### src/rtl/inv_linear.sv
// inv_linear - Kuznyechik (GOST R 34.12-2015) inverse linear transform L^-1.
//
// Takes one 128-bit block over a valid/ready handshake and applies R^-1 sixteen times,
// STEPS_PER_CYCLE steps per busy clock. The result is returned over a valid/ready handshake.
// In the decoder round this block sits between key addition X[K] and the inverse S-box.
//
// Optional feature macro: INV_LINEAR_KEYADD_EN
//   When defined, adds key_i. The accept edge then loads data_i ^ key_i, fusing X[K] ahead
//   of L^-1. When undefined, data_i is loaded unmodified. Timing is identical in both builds.
//
// Parameters
//   STEPS_PER_CYCLE  R^-1 steps per busy clock: 1, 2, 4, 8 or 16 (busy clocks = 16/STEPS)
//
// Ports
//   clk      in   1    clock, rising edge
//   rst      in   1    asynchronous reset, active low
//   valid_i  in   1    data_i valid
//   ready_o  out  1    high in IDLE only (decoded from state)
//   data_i   in   128  input block, byte a15 = [127:120] ... a0 = [7:0]
//   key_i    in   128  round key (INV_LINEAR_KEYADD_EN builds only)
//   valid_o  out  1    data_o holds a finished result
//   ready_i  in   1    downstream accepts data_o
//   data_o   out  128  result, same byte order as data_i

module inv_linear #(
  parameter int unsigned STEPS_PER_CYCLE = 1
) (
  input  logic         clk,
  input  logic         rst,
  input  logic         valid_i,
  output logic         ready_o,
  input  logic [127:0] data_i,
`ifdef INV_LINEAR_KEYADD_EN
  input  logic [127:0] key_i,
`endif
  output logic         valid_o,
  input  logic         ready_i,
  output logic [127:0] data_o
);

  // Elaboration-time legality check.
  if (!(STEPS_PER_CYCLE == 1 || STEPS_PER_CYCLE == 2 || STEPS_PER_CYCLE == 4 ||
        STEPS_PER_CYCLE == 8 || STEPS_PER_CYCLE == 16)) begin : g_bad_steps
    $error("inv_linear: STEPS_PER_CYCLE must be 1, 2, 4, 8 or 16");
  end

  // Coefficients of l(): byte [8*i +: 8] multiplies x_i (x15 in the top byte).
  localparam logic [127:0] LCoef = 128'h94_20_85_10_C2_C0_01_FB_01_C0_C2_10_85_20_94_01;

  localparam logic [4:0] StepInc = 5'(STEPS_PER_CYCLE);

  // Multiply by x in GF(2^8) modulo x^8+x^7+x^6+x+1.
  function automatic logic [7:0] gf_xtime(input logic [7:0] a);
    return {a[6:0], 1'b0} ^ (a[7] ? 8'hC3 : 8'h00);
  endfunction

  // Shift-and-add multiply; with b constant this folds to a small XOR network.
  function automatic logic [7:0] gf_mul(input logic [7:0] a, input logic [7:0] b);
    logic [7:0] prod;
    logic [7:0] acc_a;
    prod  = 8'h00;
    acc_a = a;
    for (int i = 0; i < 8; i++) begin
      if (b[i]) prod = prod ^ acc_a;
      acc_a = gf_xtime(acc_a);
    end
    return prod;
  endfunction

  // l(x15..x0), x15 in the top byte.
  function automatic logic [7:0] lin_l(input logic [127:0] x);
    logic [7:0] acc;
    acc = 8'h00;
    for (int i = 0; i < 16; i++) begin
      acc = acc ^ gf_mul(x[8*i +: 8], LCoef[8*i +: 8]);
    end
    return acc;
  endfunction

  // R^-1(a15..a0) = {a14..a0, l(a14..a0, a15)}
  function automatic logic [127:0] r_inv(input logic [127:0] a);
    return {a[119:0], lin_l({a[119:0], a[127:120]})};
  endfunction

  typedef enum logic [1:0] {StIdle, StBusy, StDone} state_e;

  state_e         state_q, state_d;
  logic [127:0]   blk_q, blk_d;
  logic [3:0]     cnt_q, cnt_d;
  logic           valid_q, valid_d;
  logic [127:0]   data_q, data_d;
  logic [127:0]   load_val;
  logic [4:0]     cnt_sum;
  logic           last_step;

  // Combinational chain of STEPS_PER_CYCLE rounds of R^-1 on the working block.
  logic [127:0] chain [STEPS_PER_CYCLE+1];

  assign chain[0] = blk_q;
  for (genvar g = 0; g < STEPS_PER_CYCLE; g++) begin : g_chain
    assign chain[g+1] = r_inv(chain[g]);
  end

`ifdef INV_LINEAR_KEYADD_EN
  assign load_val = data_i ^ key_i;
`else
  assign load_val = data_i;
`endif

  // The counter steps in multiples of STEPS_PER_CYCLE, so the sum reaches exactly 16 on the
  // final busy clock; bit 4 flags completion and the low bits wrap the counter to 0.
  assign cnt_sum   = {1'b0, cnt_q} + StepInc;
  assign last_step = cnt_sum[4];

  assign ready_o = (state_q == StIdle);
  assign valid_o = valid_q;
  assign data_o  = data_q;

  always_comb begin
    state_d = state_q;
    blk_d   = blk_q;
    cnt_d   = cnt_q;
    valid_d = valid_q;
    data_d  = data_q;
    unique case (state_q)
      StIdle: begin
        if (valid_i) begin
          blk_d   = load_val;
          cnt_d   = 4'd0;
          state_d = StBusy;
        end
      end
      StBusy: begin
        blk_d = chain[STEPS_PER_CYCLE];
        cnt_d = cnt_sum[3:0];
        if (last_step) begin
          state_d = StDone;
          valid_d = 1'b1;
          data_d  = chain[STEPS_PER_CYCLE];
        end
      end
      StDone: begin
        // valid_i is ignored here; a new block is only taken from IDLE.
        if (ready_i) begin
          state_d = StIdle;
          valid_d = 1'b0;
        end
      end
      default: begin
        state_d = StIdle;
        valid_d = 1'b0;
      end
    endcase
  end

  always_ff @(posedge clk or negedge rst) begin
    if (!rst) begin
      state_q <= StIdle;
      blk_q   <= '0;
      cnt_q   <= '0;
      valid_q <= 1'b0;
      data_q  <= '0;
    end else begin
      state_q <= state_d;
      blk_q   <= blk_d;
      cnt_q   <= cnt_d;
      valid_q <= valid_d;
      data_q  <= data_d;
    end
  end

endmodule

### config.mk
export PLATFORM = sky130hd
export DESIGN_NAME = inv_linear
export DESIGN_NICKNAME = d
export VERILOG_FILES = /design/src/rtl/inv_linear.sv
export SDC_FILE = /design/constraint.sdc
export NUM_CORES = 1
export LEC_CHECK = 0
export BUFFER_PORTS_ARGS = -buffer_cell sky130_fd_sc_hd__buf_2
export CAP_MARGIN = 0
export CORE_ASPECT_RATIO = 2
export CORE_MARGIN = 2
export CORE_UTILIZATION = 50
export DETAILED_ROUTE_END_ITERATION = 8
export PLACE_DENSITY_LB_ADDON = 0.1
export SLEW_MARGIN = 10
export SYNTH_ARGS = -nofsm -noshare
export SYNTH_HDL_FRONTEND = slang
export SYNTH_SLANG_ARGS = --single-unit
### constraint.sdc
create_clock -name clk -period 2.8 [get_ports clk]
set_input_delay 0.56 -clock clk [delete_from_list [all_inputs] [get_ports clk]]
set_output_delay 0.56 -clock clk [all_outputs]
set_load 0.02 [all_outputs]
==> flow_metrics.env, run 1 <==
export IMPL_status="complete, but fails checks"
export IMPL_violations="negative hold slack"
export IMPL_rsz0062_at_grt="no"
export IMPL_io_buffers=261
export IMPL_crit_chain="xnor3_1 -> xor2_1 -> xnor3_1 -> xor3_1 -> xor2_1 -> a21oi_1"
export IMPL_grt_pass1_wl_um=71900
export IMPL_tns_ps=0
export IMPL_fillers=2563
export IMPL_critPathRequiredTime_ps=3220
export IMPL_crit_path_end_kind="flop"
export IMPL_hold_viol_final=2
export IMPL_die_area_mm2=0.0293
export IMPL_maxSlewHeadroom=0.327
export IMPL_drive_gt1_frac=0.209
export IMPL_routed_via_density=5.50
export IMPL_wl_um=48600
export IMPL_clock_skew_ps=14.2
export IMPL_ctsResizeCount=0
export IMPL_tightest_slew_ps=1010
export IMPL_vias=11400
export IMPL_io_pins=262
export IMPL_nets=1828
export IMPL_r2r_slack_ps=150
export IMPL_syn_instance_count=1477
export IMPL_seq_area_mm2=0.00659
export IMPL_synthFlopType="dfrtp_1"
export IMPL_min_period_over_period=0.945
export IMPL_hpwl_um=35500
export IMPL_yosys_register_bits=263
export IMPL_drt_wirelength_per_cell_um=23.5
export IMPL_cts_hold_buf=0
export IMPL_drc_errors=0
export IMPL_crit_fanout=5
export IMPL_r2r_end="blk_q[0]$_DFFE_PN0P_"
export IMPL_worstPathArrival_ps=3060
export IMPL_cts_htree_levels=1
export IMPL_whs_ps=-3.12
export IMPL_numCtsBuffers=24
export IMPL_final_cell_mix="nand2_1 (479), dfrtp_1 (261), buf_2 (259), o21ai_0 (135), a21oi_1 (123)"
export IMPL_drtIter0Drc=785
export IMPL_clock_latency_ps=540
export IMPL_start_util=0.507
export IMPL_drv_cap=0
export IMPL_finalSetupViolations=0
export IMPL_clk_pin_slew_worst_paths_ps=70
export IMPL_area_delta_synth_final_pct=18.8
export IMPL_grt_pass1_vias=11500
export IMPL_grt_max_degree=125
export IMPL_min_path_type="in -> async"
export IMPL_synth_cell_type_count=36
export IMPL_cp_buffers_inverters=0
export IMPL_crit_cells=6
export IMPL_cts_setup_buffers=0
export IMPL_fmax_ghz=0.378
export IMPL_startpoint_type="flop"
export IMPL_die_y_um=240
export IMPL_antennaDiodeCount=0
export IMPL_dpl_instance_area_mm2=0.0158
export IMPL_cp_top_family="XOR/XNOR gates"
export IMPL_ys_seq_area_frac=0.472
export IMPL_clock_root_buffer="clkbuf_16"
export IMPL_finalMaxSlewViolations=0
export IMPL_grt_overflow=0
export IMPL_yosysWarnings=0
export IMPL_final_cell_area_mm2=0.0166
export IMPL_r2r_cells=6
export IMPL_antenna_found_initial=1
export IMPL_crit_type="reg -> reg"
export IMPL_place_gp_congestion=0.953
export IMPL_ant_nets=0
export IMPL_timing_rr_start="blk_q[79]$_DFFE_PN0P_"
export IMPL_grt_total_usage=0.337
export IMPL_clock_sinks=263
export IMPL_multi_input_area_mm2=0.00695
export IMPL_core_mm2=0.0275
export IMPL_layout_commonest_cell="nand2_1"
export IMPL_fp_dieW_um=122
export IMPL_synth_edf_count=0
export IMPL_syn_num_nets=1610
export IMPL_period_minus_slack_ps=2650
export IMPL_cts_tree="done"
export IMPL_async_reset_ff_frac=1.00
export IMPL_rows=86
export IMPL_drtPass1Iterations=5
export IMPL_slowest_delay_ps=500
export IMPL_cp_slowest_cell="xnor3_1"
export IMPL_syn_cell_area_mm2=0.0140
export IMPL_avgSynthCellArea_um2=9.45
export IMPL_clockBufferDepth=3
## cell type report
type                    count  area share
multi-input cells        1099       0.419
flip-flops and latches    263       0.398
repair buffers            304       0.107
clock buffers              33      0.0420
well taps                 352      0.0266
clock inverters            10     0.00664
inverters                   3    0.000680
## flip-flops by register name (all words and copies together) (netlist names)
register / flops
valid_o: 1
blk_q: 128
state_q: 2
data_o: 128
cnt_q: 4
## cells in the mapped netlist, types with 2 or more instances
library cell  number  share of area
nand2_1          479           0.13
dfrtp_1          263           0.47
o21ai_0          135          0.048
a21oi_1          123          0.044
xnor2_1          118          0.074
and3b_1          112          0.070
clkbuf_1          99          0.027
xnor3_1           45          0.073
xor2_1            26          0.016
a22oi_1           12         0.0065
nor2b_1           11         0.0049
buf_2             10         0.0036
nor2_1             5         0.0013
xnor2_2            5         0.0058
a22o_1             3         0.0019
inv_1              3        0.00081
xor3_1             3         0.0051
a32o_1             2         0.0014
buf_1              2        0.00054
nand3_1            2        0.00072
o21ai_1            2        0.00072
o22ai_1            2        0.00090
xnor3_2            2         0.0034
## worst max path at each step
stage / from / end / slack (ps)
2_1_floorplan: blk_q[79]$_DFFE_PN0P_ / blk_q[2]$_DFFE_PN0P_ / 510
3_3_place_gp: blk_q[79]$_DFFE_PN0P_ / blk_q[0]$_DFFE_PN0P_ / 220
3_5_place_dp: blk_q[79]$_DFFE_PN0P_ / blk_q[0]$_DFFE_PN0P_ / 160
4_1_cts: blk_q[79]$_DFFE_PN0P_ / blk_q[0]$_DFFE_PN0P_ / 140
5_1_grt: blk_q[31]$_DFFE_PN0P_ / blk_q[0]$_DFFE_PN0P_ / 40
6_report: blk_q[79]$_DFFE_PN0P_ / blk_q[0]$_DFFE_PN0P_ / 150
## metal layers
layer	global-route usage	share of wire
met1	0.391	0.36
met2	0.596	0.53
met3	0.0261	0.042
met4	0.210	0.075
met5	0	0
## logic make-up (layout without fill, tap and decap cells)
| kind of cell | Yosys count | count (layout) | synth area share |
|---|---|---|---|
| simple gates | 612 | 612 | 0.207 |
| buf+inv | 115 | 350 | 0.0319 |
| flops | 263 | 263 | 0.472 |
| xor+xnor | 201 | 201 | 0.180 |
| mux | 1 | 1 | 0.000807 |
| fa+ha+maj | 1 | 1 | 0.000896 |
| compound gates | 284 | 284 | 0.107 |
## worst register-to-register path, stage by stage, from the launching register on
cell and delay [ps]:
dfrtp_1 460, xnor3_1 370, xor2_1 300, xnor3_1 500, xor3_1 470, xor2_1 310, a21oi_1 120
## metrics by stage
stage | cells | setup WS, ps | utilization
2_1_floorplan | 1477 | 509 | -
3_3_place_gp | 2021 | 217 | 0.572
3_5_place_dp | 2021 | 157 | 0.572
4_1_cts | 2064 | 140 | 0.602
5_1_grt | 2064 | 37.3 | 0.602
6_report | 2064 | 153 | 0.602
Power of run 1 is not shown: default switching activity piles up to over one toggle a cycle in this logic, so the estimate is an artifact.
==> run 2: changes to the inputs <==
--- a/config.mk
+++ b/config.mk
@@ -7,7 +7,7 @@
 export LEC_CHECK = 0
 export BUFFER_PORTS_ARGS = -buffer_cell sky130_fd_sc_hd__buf_2
 export CAP_MARGIN = 0
-export CORE_ASPECT_RATIO = 2
+export CORE_ASPECT_RATIO = 1.1
 export CORE_MARGIN = 2
 export CORE_UTILIZATION = 50
 export DETAILED_ROUTE_END_ITERATION = 8
==> run 2 against run 1 <==
Net effect:
- the flow still finishes with violations (negative hold slack)
- clock-buffer cell count grew 8
- via count grew 0.40%
- worst hold slack lost 5.7 ps
- first-iteration DRC count grew 21%
- worst setup slack gained 41 ps
- final area grew 0.28%
- utilization is essentially flat
- global-route usage shrank 2.3 points
- register-to-register slack gained 40 ps
- largest cell class unchanged
==> flow_metrics.env, run 2 (synthesis gave the netlist of run 1 again) <==
export IMPL_finalSetupViolations=0
export IMPL_cts_setup_buffers=0
export IMPL_antenna_found_initial=0
export IMPL_grt_overflow=0
export IMPL_fmax_ghz=0.384
export IMPL_status="complete, but fails checks"
export IMPL_clock_latency_ps=550
export IMPL_fillers=2462
export IMPL_start_util=0.505
export IMPL_ant_nets=0
export IMPL_ctsResizeCount=0
export IMPL_maxSlewHeadroom=0.502
export IMPL_fin_util=0.602
export IMPL_cts_tree="done"
export IMPL_rows=64
export IMPL_clockBufferDepth=3
export IMPL_worstPathArrival_ps=3060
export IMPL_area_delta_synth_final_pct=19.1
export IMPL_slowest_delay_ps=470
export IMPL_critPathRequiredTime_ps=3250
export IMPL_finalMaxSlewViolations=0
export IMPL_maxUsedRoutingLayer="met4"
export IMPL_wl_um=45600
export IMPL_r2r_end="data_o[2]$_DFFE_PN0P_"
export IMPL_clock_sinks=263
export IMPL_clock_root_buffer="clkbuf_16"
export IMPL_r2r_cells=6
export IMPL_drc_errors=0
export IMPL_tns_ps=0
export IMPL_drv_cap=0
export IMPL_cts_hold_buf=0
export IMPL_core_mm2=0.0276
export IMPL_clk_pin_slew_worst_paths_ps=60
export IMPL_grt_pass1_vias=11200
export IMPL_crit_chain="xnor2_1 -> xnor3_1 -> xnor2_1 -> xnor3_1 -> xnor3_1 -> o21ai_0"
export IMPL_min_path_type="in -> async"
export IMPL_place_gp_congestion=0.928
export IMPL_grt_pass1_wl_um=68600
export IMPL_io_pins=262
export IMPL_numCtsBuffers=28
export IMPL_r2r_slack_ps=190
export IMPL_violations="negative hold slack"
export IMPL_cp_slowest_cell="xnor3_1"
export IMPL_drt_wirelength_per_cell_um=22.0
export IMPL_routed_via_density=5.51
export IMPL_nets=1821
export IMPL_hold_viol_final=8
export IMPL_antennaDiodeCount=0
export IMPL_fp_dieW_um=163
export IMPL_clock_skew_ps=16.0
export IMPL_cp_buffers_inverters=0
export IMPL_drive_gt1_frac=0.205
export IMPL_seq_area_mm2=0.00659
export IMPL_cp_top_family="XOR/XNOR gates"
export IMPL_grt_max_degree=123
export IMPL_wl_met1_um=19000
export IMPL_cts_htree_levels=1
export IMPL_drtPass1Iterations=5
export IMPL_min_period_over_period=0.931
export IMPL_startpoint_type="flop"
export IMPL_die_area_mm2=0.0293
export IMPL_vias=11400
export IMPL_crit_type="reg -> reg"
export IMPL_layout_commonest_cell="nand2_1"
export IMPL_whs_ps=-8.83
export IMPL_timing_rr_start="blk_q[15]$_DFFE_PN0P_"
export IMPL_grt_total_usage=0.314
export IMPL_hpwl_um=32600
export IMPL_drtIter0Drc=946
export IMPL_die_y_um=179
export IMPL_crit_fanout=5
export IMPL_period_minus_slack_ps=2610
export IMPL_crit_top_cell="xnor3_1"
export IMPL_routed_wl_met2_um=22000
export IMPL_crit_path_end_kind="flop"
export IMPL_rsz0062_at_grt="no"
export IMPL_io_buffers=261
export IMPL_multi_input_area_mm2=0.00695
export IMPL_final_cell_mix="nand2_1 (479), dfrtp_1 (261), buf_2 (259), o21ai_0 (135), a21oi_1 (123)"
export IMPL_route_met3_wl_um=2760
export IMPL_tightest_slew_ps=748
-- run 2: final cells by class --
cell class                      count  share of cell area
Multi-Input combinational cell   1099               0.418
Sequential cell                   263               0.396
Timing Repair Buffer              293               0.102
Clock buffer                       41              0.0494
Tap cell                          363              0.0273
Clock inverter                     10             0.00602
Inverter                            3            0.000678
-- run 2: how the worst max path moves through the flow --
stage / start / endpoint / slack [ps] / cells after the start
after floorplan: blk_q[79]$_DFFE_PN0P_ / blk_q[2]$_DFFE_PN0P_ / 510 / 6
after global placement: blk_q[15]$_DFFE_PN0P_ / blk_q[2]$_DFFE_PN0P_ / 300 / 6
after detailed placement: blk_q[79]$_DFFE_PN0P_ / data_o[2]$_DFFE_PN0P_ / 220 / 6
after CTS: blk_q[79]$_DFFE_PN0P_ / data_o[2]$_DFFE_PN0P_ / 200 / 6
after global routing: blk_q[79]$_DFFE_PN0P_ / data_o[2]$_DFFE_PN0P_ / 50 / 6
final: blk_q[15]$_DFFE_PN0P_ / data_o[2]$_DFFE_PN0P_ / 190 / 6
-- run 2: worst reg2reg max path: stages (launching register included) --
cell	delay [ps]
dfrtp_1	430
xnor2_1	460
xnor3_1	430
xnor2_1	230
xnor3_1	470
xnor3_1	360
o21ai_0	160
-- run 2: metal layers --
metal,vias up,track usage
met5,-,0
met4,0,0.117
met3,82,0.0426
met2,443,0.511
met1,5585,0.431
li1,5298,-
-- run 2: through the flow --
step	instance area, um2	hold slack [ps]	worst slack [ps]	std cells
4_1_cts	16600	5.74	203	2072
2_1_floorplan	14000	264	509	1477
3_3_place_gp	15700	454	299	2021
5_1_grt	16600	30.0	54.2	2072
3_5_place_dp	15700	457	220	2021
6_report	16600	-8.83	194	2072
Power of run 2 is left out for the same reason.
==> run 3: changes to the inputs <==
--- a/config.mk
+++ b/config.mk
@@ -12,7 +12,7 @@
 export CORE_UTILIZATION = 50
 export DETAILED_ROUTE_END_ITERATION = 8
 export PLACE_DENSITY_LB_ADDON = 0.1
-export SLEW_MARGIN = 10
+export REMOVE_ABC_BUFFERS = 1
 export SYNTH_ARGS = -nofsm -noshare
 export SYNTH_HDL_FRONTEND = slang
 export SYNTH_SLANG_ARGS = --single-unit
==> run 3 against run 2 <==
Net effect:
- the run now ends clean
- critical endpoint is now blk_q[0]$_DFFE_PN0P_
- worst setup slack lost 3.6 ps
- clock skew shrank 8.4 ps
- cell count grew 0.19%
- critical path depth is the same
- register-to-register slack is essentially flat
- global-route usage shrank 2.0 points
- clock-buffer cell count grew 2
- sequential share of layout area is the same
- first-iteration DRC count grew 2.0%
- via count shrank 1.2%
- die area is the same
==> flow_metrics.env, run 3 (synthesis gave the netlist of run 1 again) <==
export IMPL_cts_tree="done"
export IMPL_crit_type="reg -> reg"
export IMPL_area_delta_synth_final_pct=19.1
export IMPL_startpoint_type="flop"
export IMPL_crit_path_end_kind="flop"
export IMPL_maxSlewHeadroom=0.550
export IMPL_clk_pin_slew_worst_paths_ps=60
export IMPL_crit_chain="xnor2_1 -> xnor2_1 -> xnor3_1 -> xnor3_1 -> xor2_1 -> a21oi_1"
export IMPL_drive_gt1_frac=0.207
export IMPL_grt_pass1_vias=11000
export IMPL_io_pins=262
export IMPL_ant_nets=0
export IMPL_finalSetupViolations=0
export IMPL_clock_latency_ps=540
export IMPL_start_util=0.505
export IMPL_io_buffers=261
export IMPL_final_cell_mix="nand2_1 (479), dfrtp_1 (261), buf_2 (259), o21ai_0 (135), a21oi_1 (123)"
export IMPL_grt_pass1_wl_um=65700
export IMPL_clock_sinks=263
export IMPL_pre_cts_slack_ps=229
export IMPL_grt_overflow=0
export IMPL_hold_viol_final=0
export IMPL_r2r_end="blk_q[0]$_DFFE_PN0P_"
export IMPL_r2r_cells=6
export IMPL_timing_rr_start="blk_q[63]$_DFFE_PN0P_"
export IMPL_rows=64
export IMPL_wl_um=42900
export IMPL_die_area_mm2=0.0293
export IMPL_cp_buffers_inverters=0
export IMPL_antenna_found_initial=1
export IMPL_place_gp_congestion=0.920
export IMPL_min_from="ready_i"
export IMPL_drv_cap=0
export IMPL_tightest_slew_ps=675
export IMPL_drc_errors=0
export IMPL_fin_ws_ps=191
export IMPL_grt_total_usage=0.294
export IMPL_cp_top_family="XOR/XNOR gates"
export IMPL_crit_fanout=6
export IMPL_period_minus_slack_ps=2610
export IMPL_status="complete, no violations"
export IMPL_hold_end="state_q[1]$_DFFE_PN0P_"
export IMPL_vias=11300
export IMPL_core_mm2=0.0276
export IMPL_slowest_delay_ps=620
export IMPL_clock_skew_ps=7.62
export IMPL_min_period_over_period=0.932
export IMPL_finalMaxSlewViolations=0
export IMPL_antennaDiodeCount=0
export IMPL_critPathRequiredTime_ps=3220
export IMPL_ctsResizeCount=0
export IMPL_nets=1825
export IMPL_cp_slowest_cell="dfrtp_1"
export IMPL_clock_root_buffer="clkbuf_16"
export IMPL_hold_path_depth=2
export IMPL_die_y_um=179
export IMPL_fmax_ghz=0.383
export IMPL_drtPass1Iterations=5
export IMPL_hpwl_um=30000
export IMPL_routed_via_density=5.43
export IMPL_fp_dieW_um=163
export IMPL_whs_ps=210
export IMPL_numCtsBuffers=27
export IMPL_r2r_slack_ps=190
export IMPL_layout_commonest_cell="nand2_1"
export IMPL_grt_max_degree=115
export IMPL_clockBufferDepth=3
export IMPL_drtIter0Drc=965
export IMPL_worstPathArrival_ps=3030
export IMPL_min_path_type="in -> reg"
export IMPL_fin_util=0.602
export IMPL_cts_htree_levels=1
export IMPL_rsz0062_at_grt="no"
export IMPL_drt_wirelength_per_cell_um=20.7
==> run 3: cell count changes in the layout (fill, tap and decap cells not counted), sizes merged <==
| cell | delta |
|---|---|
| clkinvlp | +1 |
| dlygate4sd3 | +1 |
| buf | +4 |
| bufinv | -2 |
| inv | +1 |
| clkbuf | +2 |
| clkinv | -3 |
==> run 3: how the worst max path moves through the flow <==
stage,from,end,cells after the start
final,blk_q[63]$_DFFE_PN0P_,blk_q[0]$_DFFE_PN0P_,6
after global routing,blk_q[79]$_DFFE_PN0P_,blk_q[2]$_DFFE_PN0P_,6
after CTS,blk_q[63]$_DFFE_PN0P_,blk_q[0]$_DFFE_PN0P_,6
after detailed placement,blk_q[63]$_DFFE_PN0P_,blk_q[0]$_DFFE_PN0P_,6
after global placement,blk_q[63]$_DFFE_PN0P_,blk_q[0]$_DFFE_PN0P_,6
after floorplan,state_q[0]$_DFFE_PN0P_,data_o[100]$_DFFE_PN0P_,4
==> run 3: layout make-up <==
cell class	count	area, um2
Sequential cell	263	6590
Multi-Input combinational cell	1099	6950
Clock inverter	7	45.0
Clock buffer	43	836
Fill cell	2456	11000
Tap cell	363	454
Inverter	3	11.3
Timing Repair Buffer	298	1740
==> run 3: what timing repair did <==
item,in CTS,in global routing
setup buffers,0,0
hold buffers,1,0
endpoints found under the hold margin,13,0
endpoints found under the setup margin,0,0
==> run 3: layer usage <==
metal / track usage / wire [um] / vias to the layer above / share of wire
met5: 0 / 13 / - / 0.00030
met4: 0.0642 / 893 / 2 / 0.021
met3: 0.0319 / 2560 / 57 / 0.060
met2: 0.486 / 20700 / 417 / 0.48
met1: 0.421 / 18700 / 5491 / 0.44
li1: - / - / 5301 / -
==> run 3: per-stage QoR <==
stage | instance area [um2] | TNS, ps | instances
final | 16600 | 0 | 2076
after CTS | 16600 | 0 | 2076
after global placement | 15700 | 0 | 2025
after detailed placement | 15700 | 0 | 2025
after floorplan | 13500 | -1305230 | 1365
after global routing | 16600 | 0 | 2076
Power of run 3 is left out for the same reason.
